[src/rtl/dtu_stream.sv]
// Word-to-symbol serialiser: buffers packed DIN_W-bit words in a small FIFO and
// streams them out SYM_W bits at a time with valid/ready on both sides.
//
// state | meaning
// IDLE  | shift register empty, waiting for a FIFO entry
// SHIFT | presenting symbols of the loaded word on dout
module dtu_stream #(
    parameter int DIN_W     = 32,
    parameter int SYM_W     = 2,
    parameter int DEPTH     = 4,
    parameter int MSB_FIRST = 0,
    localparam int SYMS     = DIN_W / SYM_W,
    localparam int NS_W     = $clog2(SYMS),
    localparam int LV_W     = $clog2(DEPTH) + 1
) (
    input  logic             clk,
    input  logic             rst,
    input  logic             en,
    input  logic [DIN_W-1:0] din,
    input  logic             din_valid,
    input  logic             din_last,
    input  logic [NS_W-1:0]  din_nsym,
    output logic             din_ready,
    output logic [SYM_W-1:0] dout,
    output logic             dout_valid,
    input  logic             dout_ready,
    output logic             dout_last,
    output logic [LV_W-1:0]  fifo_level,
    output logic [31:0]      sym_count
);

    localparam int PW = $clog2(DEPTH);
    localparam int RW = NS_W + 1;

    typedef enum logic {IDLE, SHIFT} state_t;

    logic [DIN_W-1:0] mem_data [DEPTH];
    logic             mem_last [DEPTH];
    logic [NS_W-1:0]  mem_nsym [DEPTH];

    logic [PW-1:0]    wr_ptr;
    logic [PW-1:0]    rd_ptr;
    logic [LV_W-1:0]  level;

    state_t           state;
    logic [DIN_W-1:0] shreg;
    logic [RW-1:0]    remain;
    logic             word_last;
    logic [31:0]      count;

    logic             push;
    logic             pop;
    logic             fifo_empty;
    logic             handshake;
    logic             last_sym;
    logic [RW-1:0]    head_remain;

    // rst gates din_ready so the input side reads "not ready" for the whole reset window
    assign din_ready  = rst & en & (level != LV_W'(DEPTH));
    assign push       = din_valid & din_ready;
    assign fifo_empty = (level == '0);

    assign dout_valid = en & (state == SHIFT);
    assign handshake  = dout_valid & dout_ready;
    assign last_sym   = (remain == RW'(1));
    assign dout_last  = dout_valid & word_last & last_sym;

    // pop on IDLE, or on the final symbol's handshake for a zero-bubble word boundary
    assign pop = en & ~fifo_empty & ((state == IDLE) | (handshake & last_sym));

    always_comb begin
        head_remain = RW'(SYMS);
        if (mem_last[rd_ptr] && (mem_nsym[rd_ptr] != '0))
            head_remain = {1'b0, mem_nsym[rd_ptr]};
    end

    generate
        if (MSB_FIRST != 0) begin : g_msb
            assign dout = shreg[DIN_W-1 -: SYM_W];
        end else begin : g_lsb
            assign dout = shreg[SYM_W-1:0];
        end
    endgenerate

    always_ff @(posedge clk) begin
        if (push) begin
            mem_data[wr_ptr] <= din;
            mem_last[wr_ptr] <= din_last;
            mem_nsym[wr_ptr] <= din_nsym;
        end
    end

    always_ff @(posedge clk or negedge rst) begin
        if (!rst) begin
            wr_ptr <= '0;
            rd_ptr <= '0;
            level  <= '0;
        end else begin
            if (push)
                wr_ptr <= wr_ptr + PW'(1);
            if (pop)
                rd_ptr <= rd_ptr + PW'(1);
            case ({push, pop})
                2'b10:   level <= level + LV_W'(1);
                2'b01:   level <= level - LV_W'(1);
                default: level <= level;
            endcase
        end
    end

    always_ff @(posedge clk or negedge rst) begin
        if (!rst) begin
            state     <= IDLE;
            shreg     <= '0;
            remain    <= '0;
            word_last <= 1'b0;
        end else if (en) begin
            case (state)
                IDLE: begin
                    if (pop) begin
                        shreg     <= mem_data[rd_ptr];
                        word_last <= mem_last[rd_ptr];
                        remain    <= head_remain;
                        state     <= SHIFT;
                    end
                end
                SHIFT: begin
                    if (handshake) begin
                        if (!last_sym) begin
                            shreg  <= (MSB_FIRST != 0) ? (shreg << SYM_W) : (shreg >> SYM_W);
                            remain <= remain - RW'(1);
                        end else if (pop) begin
                            shreg     <= mem_data[rd_ptr];
                            word_last <= mem_last[rd_ptr];
                            remain    <= head_remain;
                        end else begin
                            state <= IDLE;
                        end
                    end
                end
                default: state <= IDLE;
            endcase
        end
    end

    always_ff @(posedge clk or negedge rst) begin
        if (!rst)
            count <= '0;
        else if (handshake && (count != '1))
            count <= count + 32'd1;
    end

    assign fifo_level = level;
    assign sym_count  = count;

endmodule

[config.mk]
export PLATFORM = sky130hd
export DESIGN_NAME = dtu_stream
export DESIGN_NICKNAME = d
export VERILOG_FILES = /design/src/rtl/dtu_stream.sv
export SDC_FILE = /design/constraint.sdc
export NUM_CORES = 1
export LEC_CHECK = 0
export CAP_MARGIN = 20
export CORE_ASPECT_RATIO = 0.7
export CORE_UTILIZATION = 30
export DETAILED_ROUTE_END_ITERATION = 10
export PLACE_DENSITY = 0.54
export SLEW_MARGIN = 25
export SYNTH_ARGS = -nofsm -noshare
export SYNTH_HDL_FRONTEND = slang
export SYNTH_SLANG_ARGS = --single-unit
[constraint.sdc]
create_clock -name clk -period 3.34 [get_ports clk]
set_input_delay 0.334 -clock clk [delete_from_list [all_inputs] [get_ports clk]]
set_output_delay 0.334 -clock clk [all_outputs]
set_load 0.01 [all_outputs]
==> results of run 1 <==
==> cell usage after synthesis, drive strengths merged (11+ instances only) <==
library cell,instances
edfxtp,148
dfrtp,78
nand2,42
mux4,37
o21ai,34
a22oi,30
xnor2,26
nand3,19
buf,18
and3,17
nand4,15
inv,11
==> flip-flops by register name, indices dropped and copies added (netlist names) <==
register / count
rd_ptr: 2
word_last: 1
mem_last: 4
remain: 5
wr_ptr: 2
fifo_level: 3
state: 1
mem_nsym: 16
shreg: 32
sym_count: 32
mem_data: 128
==> worst max-delay path, delay by kind of cell (launching register included) <==
kind | cells | cell delay, ns
AND/OR/NAND/NOR | 2 | 0.52
flip-flops | 1 | 0.40
adder cells (fa/ha/maj) | 1 | 0.17
buffers and inverters | 2 | 0.67
==> metal layers <==
| metal | global-route usage | up-vias | share of wire |
|---|---|---|---|
| met4 | 0.0304 | 0 | 0.017 |
| met5 | 0 | - | 0 |
| met1 | 0.188 | 2773 | 0.48 |
| met3 | 0.0279 | 26 | 0.044 |
| li1 | - | 2412 | - |
| met2 | 0.200 | 96 | 0.46 |
==> metrics by stage <==
step	worst slack, ns	area [sq um]	util	hold WS, ns	power [mW]
after floorplan	0.959	9190	-	0.0384	4.91
final	0.730	11400	0.378	0.178	8.29
after global placement	0.736	10500	0.349	0.166	5.48
after global routing	0.596	11400	0.378	0.170	8.72
after CTS	0.678	11400	0.378	0.159	8.40
after detailed placement	0.684	10500	0.349	0.164	5.55
==> final cells by class <==
class                      instances  area (sq um)
fill                            2816         18700
inverter                          11          41.3
tap                              412           515
clock buffer                      31           678
timing repair buffer              97           935
clock inverter                    13           171
multi-input combinational        306          2630
sequential                       226          6400
==> how the worst min path moves through the flow <==
stage,from,slack [ns],end,cells past startpoint
4_1_cts,rst,0.16,sym_count[25]$_DFFE_PN0P_,2
3_5_place_dp,rst,0.16,sym_count[27]$_DFFE_PN0P_,1
6_report,rst,0.18,sym_count[25]$_DFFE_PN0P_,2
5_1_grt,rst,0.17,sym_count[25]$_DFFE_PN0P_,2
2_1_floorplan,rst,0.04,fifo_level[0]$_DFFE_PN0P_,0
3_3_place_gp,rst,0.17,sym_count[27]$_DFFE_PN0P_,1
==> power by group <==
group          internal (mW)  switching [mW]
combinational          0.906           0.874
sequential              3.36           0.330
clock                   1.74            1.08
==> cells by family (layout without fill, tap and decap cells) <==
kind of cell    after synthesis  count (layout)
flops                       226             226
simple gates                130             130
compound gates               92              92
mux                          39              39
buf+inv                      39             152
xor+xnor                     36              36
fa+ha+maj                     9               9
==> repair_timing <==
item                                   4_1_cts  5_1_grt
hold buffers                                 1        0
endpoints found under the hold margin        7        0
resized for setup                            0        0
==> results.toml, run 1 <==
[logic_synthesis]
synth-xor-area-share = 0.0343
syn_area_per_cell_sq_um = 16.1
synth_ff_type = "edfxtp_1"
ys_seq_area_frac = 0.696
syn_area_sq_um = 9190
synth_seq_cells = 226
synth_top_area_frac = 0.483
async_reset_ff_frac = 0.345
yosys.area.top_type = "edfxtp_1"
synth_compound_area_frac = 0.0649
synth-simple-area-share = 0.0792
netlist_top_cells_area = "edfxtp_1 48%, dfrtp_1 21%, mux4_2 9.1%, xnor2_1 2.5%, a22oi_1 2.4%"
synthAdderAreaFrac = 0.0131
synth_top_family_by_area = "multiplexers"
synth_edf_count = 148
yosys_warnings = 0
synthCells = 571
yosysUniqueCellTypes = 53
synthMuxAreaShare = 0.0930
syn_nets = 622

[grt]
grt_pass1_wl_um = 31700
grt_antenna_before_repair = 0
grt_max_degree = 72
grtUsageTotal = 0.130
grt_pass1_vias = 5493
overflow = 0

[final_layout]
fin_nets = 717
n_antenna_cell = 0
drive_gt1_frac = 0.158
final_cells = 1096
final_cell_mix = "148 x edfxtp_1, 80 x clkdlybuf4s50_1, 77 x dfrtp_1"
syn_to_final_growth_pct = 23.7
final_common_cell = "edfxtp_1"

[detailed_routing]
dr.pass1.iters = 4
drtAntennaViolNets = 0
drt-initial-drc-count = 405
wl_per_cell_um = 18.1
vias_per_cell = 4.84
vias = 5307
drt-total-wl_um = 19900
drc = 0

[floorplan]
initial_utilization = 0.305
rows = 53
ios = 82
die-area_sq_um = 31400
die_w_um = 211
die_y_um = 148
core-area_sq_um = 30100

[critical_path]
endpoint = "dout_last"
start_kind = "flop"
reg2reg_slack_ns = 0.91
startpoint = "remain[1]$_DFFE_PN0P_"
crit_arrival_ns = 2.28
rr_endpoint = "fifo_level[2]$_DFFE_PN0P_"
slowest_stage = "clkdlybuf4s50_1"
worstSetupEndpointType = "output port"
path_class = "reg2out"
r2r_cells = 11
cp_cell_sequence = "inv_1, ha_1, nor4b_4, and3_1, clkdlybuf4s50_1"
cpPeakStageDelay_ns = 0.56
crit_required_ns = 3.01
r2r_start = "remain[1]$_DFFE_PN0P_"
cp_max_fo = 4

[sta]
slew_headroom = 0.445
fmax_mhz = 383
rsz0062_at_grt = "no"
setup-violations-final = 0
min_period_ns = 2.61
final_max_slew_viol_count = 0
fin_skew_ns = 0.00784
hold_violations = 0
fin_crit_sh = 0.781
worst_pin_slew_ns = 0.826
setup_tns_ns = 0

[clocking]
clkTransAtPathRegs_ns = 0.06
cts_buffers = 24
cts_htree_levels = 1
cts_tree = "done"
cts_num_sinks = 226
cts_setup_buffers = 0
clockRootBuffer = "clkbuf_16"
clock_path_buffers = 3
clk_latency_ns = 0.51

[placement]
dp_cells = 1051
gp_congestion = 0.802
hpwl_um = 12700
io_buffers = 81

[power_and_ir_drop]
power-per-cell-area_nw_per_um2 = 729
peakVddDrop_v = 0.000396
p_leak_nw = 4.04

[worst_hold_path]
holdCritPathClass = "in2async"

[run_status]
outcome = "finished clean"

[job]
cap_violations = 0
Note: power is estimated with default switching activity, not from simulation.
==> run 2: changes to the inputs <==
==> constraint.sdc (replaced) <==
create_clock -name clk -period 2.65 [get_ports clk]
set_input_delay 0.265 -clock clk [delete_from_list [all_inputs] [get_ports clk]]
set_output_delay 0.265 -clock clk [all_outputs]
set_load 0.01 [all_outputs]
==> run 2 against run 1 <==
  * Sequential cell count did not move
  * Global-route usage increased by 0.060 points
  * Highest routed layer unchanged
  * Non-clock buffer count is 5 higher
  * Clock power up 14%
  * Critical path depth grew 6
==> results.toml, run 2 (synthesized netlist as in run 1, its figures left out) <==
[floorplan]
die_w_um = 211
rows = 53
die_y_um = 148
die-area_sq_um = 31400
initial_utilization = 0.305
core-area_sq_um = 30100
ios = 82

[sta]
timing.final.ws_setup_ns = 0.147
setup_tns_ns = 0
min_period_ns = 2.50
final_max_slew_viol_count = 0
hold_violations = 0
setup-violations-final = 0
worst_pin_slew_ns = 0.753
fin_skew_ns = 0.00599
holdWs_ns = 0.392
fmax_mhz = 400
slew_headroom = 0.498
fin_crit_sh = 0.944
rsz0062_at_grt = "no"

[final_layout]
n_antenna_cell = 0
regMostFlops = "mem_data"
final_cell_mix = "148 x edfxtp_1, 80 x clkdlybuf4s50_1, 77 x dfrtp_1"
final_common_cell = "edfxtp_1"
largest_reg_flops = 128
drive_gt1_frac = 0.164
fin_nets = 722
syn_to_final_growth_pct = 24.0

[grt]
grt_pass1_vias = 5635
grt_pass1_wl_um = 32000
overflow = 0
grt_antenna_before_repair = 0
grtUsageTotal = 0.130
grt_max_degree = 79

[detailed_routing]
drt-initial-drc-count = 348
vias_per_cell = 4.87
drt-total-wl_um = 20100
wl_per_cell_um = 18.2
dr.pass1.iters = 4
vias = 5367
drc = 0
drtAntennaViolNets = 0

[critical_path]
slowest_stage = "dfrtp_1"
crit_path_frequent_cell = "xor2_1"
cp_cell_sequence = "inv_2, ha_1, nor4b_4, nor2_2, nor3_4, ha_2, inv_1, fa_1, xor2_1, nor2_1, xor2_1"
start_kind = "flop"
cpPeakStageDelay_ns = 0.41
path_class = "reg2reg"
cp_max_fo = 4
worstSetupEndpointType = "flop"
crit_arrival_ns = 2.92
crit_required_ns = 3.06

[clocking]
clockRootBuffer = "clkbuf_16"
clock_path_buffers = 3
cts_htree_levels = 1
cts_tree = "done"
clk_latency_ns = 0.51
cts_buffers = 24
clkTransAtPathRegs_ns = 0.06
cts_num_sinks = 226

[placement]
hpwl_um = 12600
gp_congestion = 0.840
place_ws_ns = 0.0872
io_buffers = 81

[power_and_ir_drop]
power-per-cell-area_nw_per_um2 = 893
p_leak_nw = 4.05
peakVddDrop_v = 0.000431

[job]
cap_violations = 0

[worst_hold_path]
holdCritPathClass = "in2reg"

[run_status]
outcome = "finished clean"
## run 2: cell count changes in the layout (fill, tap and decap cells not counted), sizes merged
cell      delta
buf          +5
bufinv       -3
clkinv       +2
clkbuf       +1
clkinvlp     +1
inv          -1
## run 2: path summary, 6_finish.rpt
path / cells past startpoint / to / start / slack (ns)
hold reg to reg: 2 / shreg[23]$_DFFE_PN0P_ / shreg[23]$_DFFE_PN0P_ / 0.49
setup / recovery: 11 / fifo_level[2]$_DFFE_PN0P_ / remain[1]$_DFFE_PN0P_ / 0.15
max in group asynchronous: 3 / rd_ptr[0]$_DFFE_PN0N_ / rst / 1.61
setup reg to reg: 11 / fifo_level[2]$_DFFE_PN0P_ / remain[1]$_DFFE_PN0P_ / 0.15
hold / removal: 1 / mem_data[0][18]$_DFFE_PP_ / din[18] / 0.39
min in group asynchronous: 3 / sym_count[30]$_DFFE_PN0P_ / rst / 0.49
## run 2: power breakdown
part           switching (mW)  leakage [nW]  total [mW]  internal [mW]
Clock                    1.32         0.375        3.22           1.90
Combinational            1.12          1.30        2.32           1.20
Sequential              0.419          2.37        4.65           4.23
## run 2: metal layers
layer / vias up / wire (um) / global-route usage
met5: - / 0 / 0
met4: 0 / 410 / 0.0326
met3: 32 / 839 / 0.0201
met2: 116 / 9110 / 0.203
met1: 2802 / 9690 / 0.191
li1: 2417 / - / -
## run 2: area by class of cell
class	count	area [sq um]
fill	2797	18700
sequential	226	6400
multi-input combinational	306	2640
timing repair buffer	102	1050
clock buffer	32	682
tap	412	515
clock inverter	12	85.1
inverter	11	41.3
## run 2: critical path: cells and delay by family (launching register included)
family	cells	cell delay (ns)
fa+ha+maj	3	0.75
simple gates	4	0.73
flops	1	0.41
xor+xnor	2	0.39
buf+inv	2	0.13
## run 2: per-stage QoR
step	std cells	instance area [sq um]	power, mW	utilization
6_report	1101	11400	10.2	0.379
3_3_place_gp	1055	10600	6.98	0.353
3_5_place_dp	1055	10600	7.08	0.353
5_1_grt	1101	11400	10.7	0.379
4_1_cts	1099	11400	10.3	0.378
2_1_floorplan	571	9190	6.19	-
## run 2: what timing repair did
| action | 4_1_cts | 5_1_grt |
|---|---|---|
| hold buffers | 0 | 1 |
| setup endpoints to repair | 0 | 1 |
| setup buffers | 0 | 1 |
| gates resized for setup | 0 | 2 |
| endpoints found under the hold margin | 0 | 27 |
==> run 3: changes to the inputs <==
--- a/config.mk
+++ b/config.mk
@@ -7,6 +7,7 @@
 export LEC_CHECK = 0
 export CAP_MARGIN = 20
 export CORE_ASPECT_RATIO = 0.7
+export CORE_MARGIN = 1.5
 export CORE_UTILIZATION = 30
 export DETAILED_ROUTE_END_ITERATION = 10
 export PLACE_DENSITY = 0.54
==> run 3 against run 2 <==
  * Die area increased by 1.2%
  * Largest power group unchanged
  * Utilization increased by 0.35 points
  * Critical endpoint is now dout_last
  * Cell area up 0.93%
  * Fmax down 1.4%
  * Register-to-register slack better by 0.05 ns
  * Cell count about the same
==> results.toml, run 3 (synthesized netlist as in run 1, its figures left out) <==
[run_status]
outcome = "finished clean"

[placement]
io_buffers = 81
hpwl_um = 12800
gp_congestion = 0.840
place_ws_ns = 0.163

[critical_path]
crit_arrival_ns = 2.27
crit_required_ns = 2.38
slowest_stage = "clkdlybuf4s50_1"
crit_buf_inv = 2
cp_cell_sequence = "inv_1, ha_1, nor4b_4, and3_1, clkdlybuf4s50_1"
start_kind = "flop"
startpoint = "remain[1]$_DFFE_PN0P_"
rr_endpoint = "fifo_level[2]$_DFFE_PN0P_"
reg2reg_slack_ns = 0.20
cpPeakStageDelay_ns = 0.55
worstSetupEndpointType = "output port"
r2r_cells = 11
path_class = "reg2out"
cp_max_fo = 4
critPathTopFamily = "buffers and inverters"
cp.depth = 5
r2r_start = "remain[1]$_DFFE_PN0P_"

[sta]
fmax_mhz = 394
worst_pin_slew_ns = 0.755
min_period_ns = 2.54
hold_violations = 0
setup-violations-final = 0
timing.final.ws_setup_ns = 0.111
fin_crit_sh = 0.958
rsz0062_at_grt = "no"
setup_tns_ns = 0
slew_headroom = 0.497
fin_skew_ns = 0.0157
final_max_slew_viol_count = 0

[detailed_routing]
vias_per_cell = 4.75
drt-initial-drc-count = 404
wl_per_cell_um = 18.1
drc = 0
vias = 5226
drtAntennaViolNets = 0
drt-total-wl_um = 19900
dr.pass1.iters = 5

[final_layout]
final_common_cell = "edfxtp_1"
syn_to_final_growth_pct = 25.2
drive_gt1_frac = 0.163
final_cell_mix = "148 x edfxtp_1, 80 x clkdlybuf4s50_1, 77 x dfrtp_1"
fin_util = 0.382
regMostFlops = "mem_data"
multi_input_area_sq_um = 2630
seq_area_sq_um = 6400
fin_nets = 721
largest_reg_flops = 128
n_antenna_cell = 0
num-fill-cells = 2809

[floorplan]
initial_utilization = 0.305
die_w_um = 212
ios = 82
rows = 53
die-area_sq_um = 31700
die_y_um = 149
core-area_sq_um = 30100

[power_and_ir_drop]
switchingPower_mw = 2.85
pwr-share-clk = 0.350
pwr-share-comb = 0.214
peakVddDrop_v = 0.000438
p_int_mw = 7.78
swShare = 0.268
power-per-cell-area_nw_per_um2 = 923
power.share.sequential = 0.436
p_leak_nw = 4.10

[grt]
grt_busiest_layer = "met2"
grt_max_degree = 79
grtUsageTotal = 0.130
met2_usage = 0.202
overflow = 0
grtUsageMet1 = 0.189
use_met3 = 0.0229
grt_pass1_wl_um = 31700
grt_antenna_before_repair = 0
grt_pass1_vias = 5535

[clocking]
clkTransAtPathRegs_ns = 0.06
clock_path_buffers = 3
clockRootBuffer = "clkbuf_16"
cts_setup_buffers = 0
cts_htree_levels = 1
cts_num_sinks = 226
ctsHoldBuffers = 0
cts_buffers = 24
clk_latency_ns = 0.51
cts_tree = "done"
post_cts_resized = 0

[worst_hold_path]
min_path_cells = 1
holdCritPathClass = "in2reg"
min_to = "mem_data[2][19]$_DFFE_PP_"
hold_start = "din[19]"

[job]
cap_violations = 0
==> run 3: cell types whose count changed in the layout (fill, tap and decap cells not counted), sizes merged <==
cell,previous run,this run
bufinv,1,6
clkbuf,32,30
buf,21,20
clkinv,9,7
clkinvlp,2,1
==> run 3: worst max-delay path by stage <==
stage,end,slack [ns]
2_1_floorplan,fifo_level[2]$_DFFE_PN0P_,0.27
3_3_place_gp,fifo_level[2]$_DFFE_PN0P_,0.28
3_5_place_dp,fifo_level[1]$_DFFE_PN0P_,0.16
4_1_cts,dout_last,0.1
5_1_grt,fifo_level[2]$_DFFE_PN0P_,0.02
6_report,dout_last,0.11
==> run 3: per-layer routing <==
layer | routed length [um] | vias up
li1 | - | 2417
met1 | 9610 | 2687
met2 | 9330 | 100
met3 | 692 | 22
met4 | 296 | 0
met5 | 0 | -
==> run 3: stage by stage <==
step	hold WS (ns)	std cells	area (sq um)	total power [mW]
global placement	0.470	1055	10600	6.93
CTS	0.112	1099	11500	10.8
detailed placement	0.479	1055	10600	7.02
finish	0.400	1100	11500	10.6
global route	0.392	1100	11500	11.2
floorplan	-0.0306	571	9190	6.19
==> run 3: cell type report <==
type                            count  area share
Clock buffer                       30      0.0586
Inverter                           11     0.00359
Sequential cell                   226       0.556
Multi-Input combinational cell    306       0.229
Timing Repair Buffer              101      0.0892
Clock inverter                     14      0.0192
Tap cell                          412      0.0448
==> run 3: power groups by stage <==
stage / logic, mW / clock network [mW] / registers (mW)
2_1_floorplan: 1.65 / 0 / 4.54
6_report: 2.27 / 3.72 / 4.64
5_1_grt: 2.51 / 3.96 / 4.72
4_1_cts: 2.32 / 3.82 / 4.65
3_3_place_gp: 2.25 / 0 / 4.68
3_5_place_dp: 2.30 / 0 / 4.72
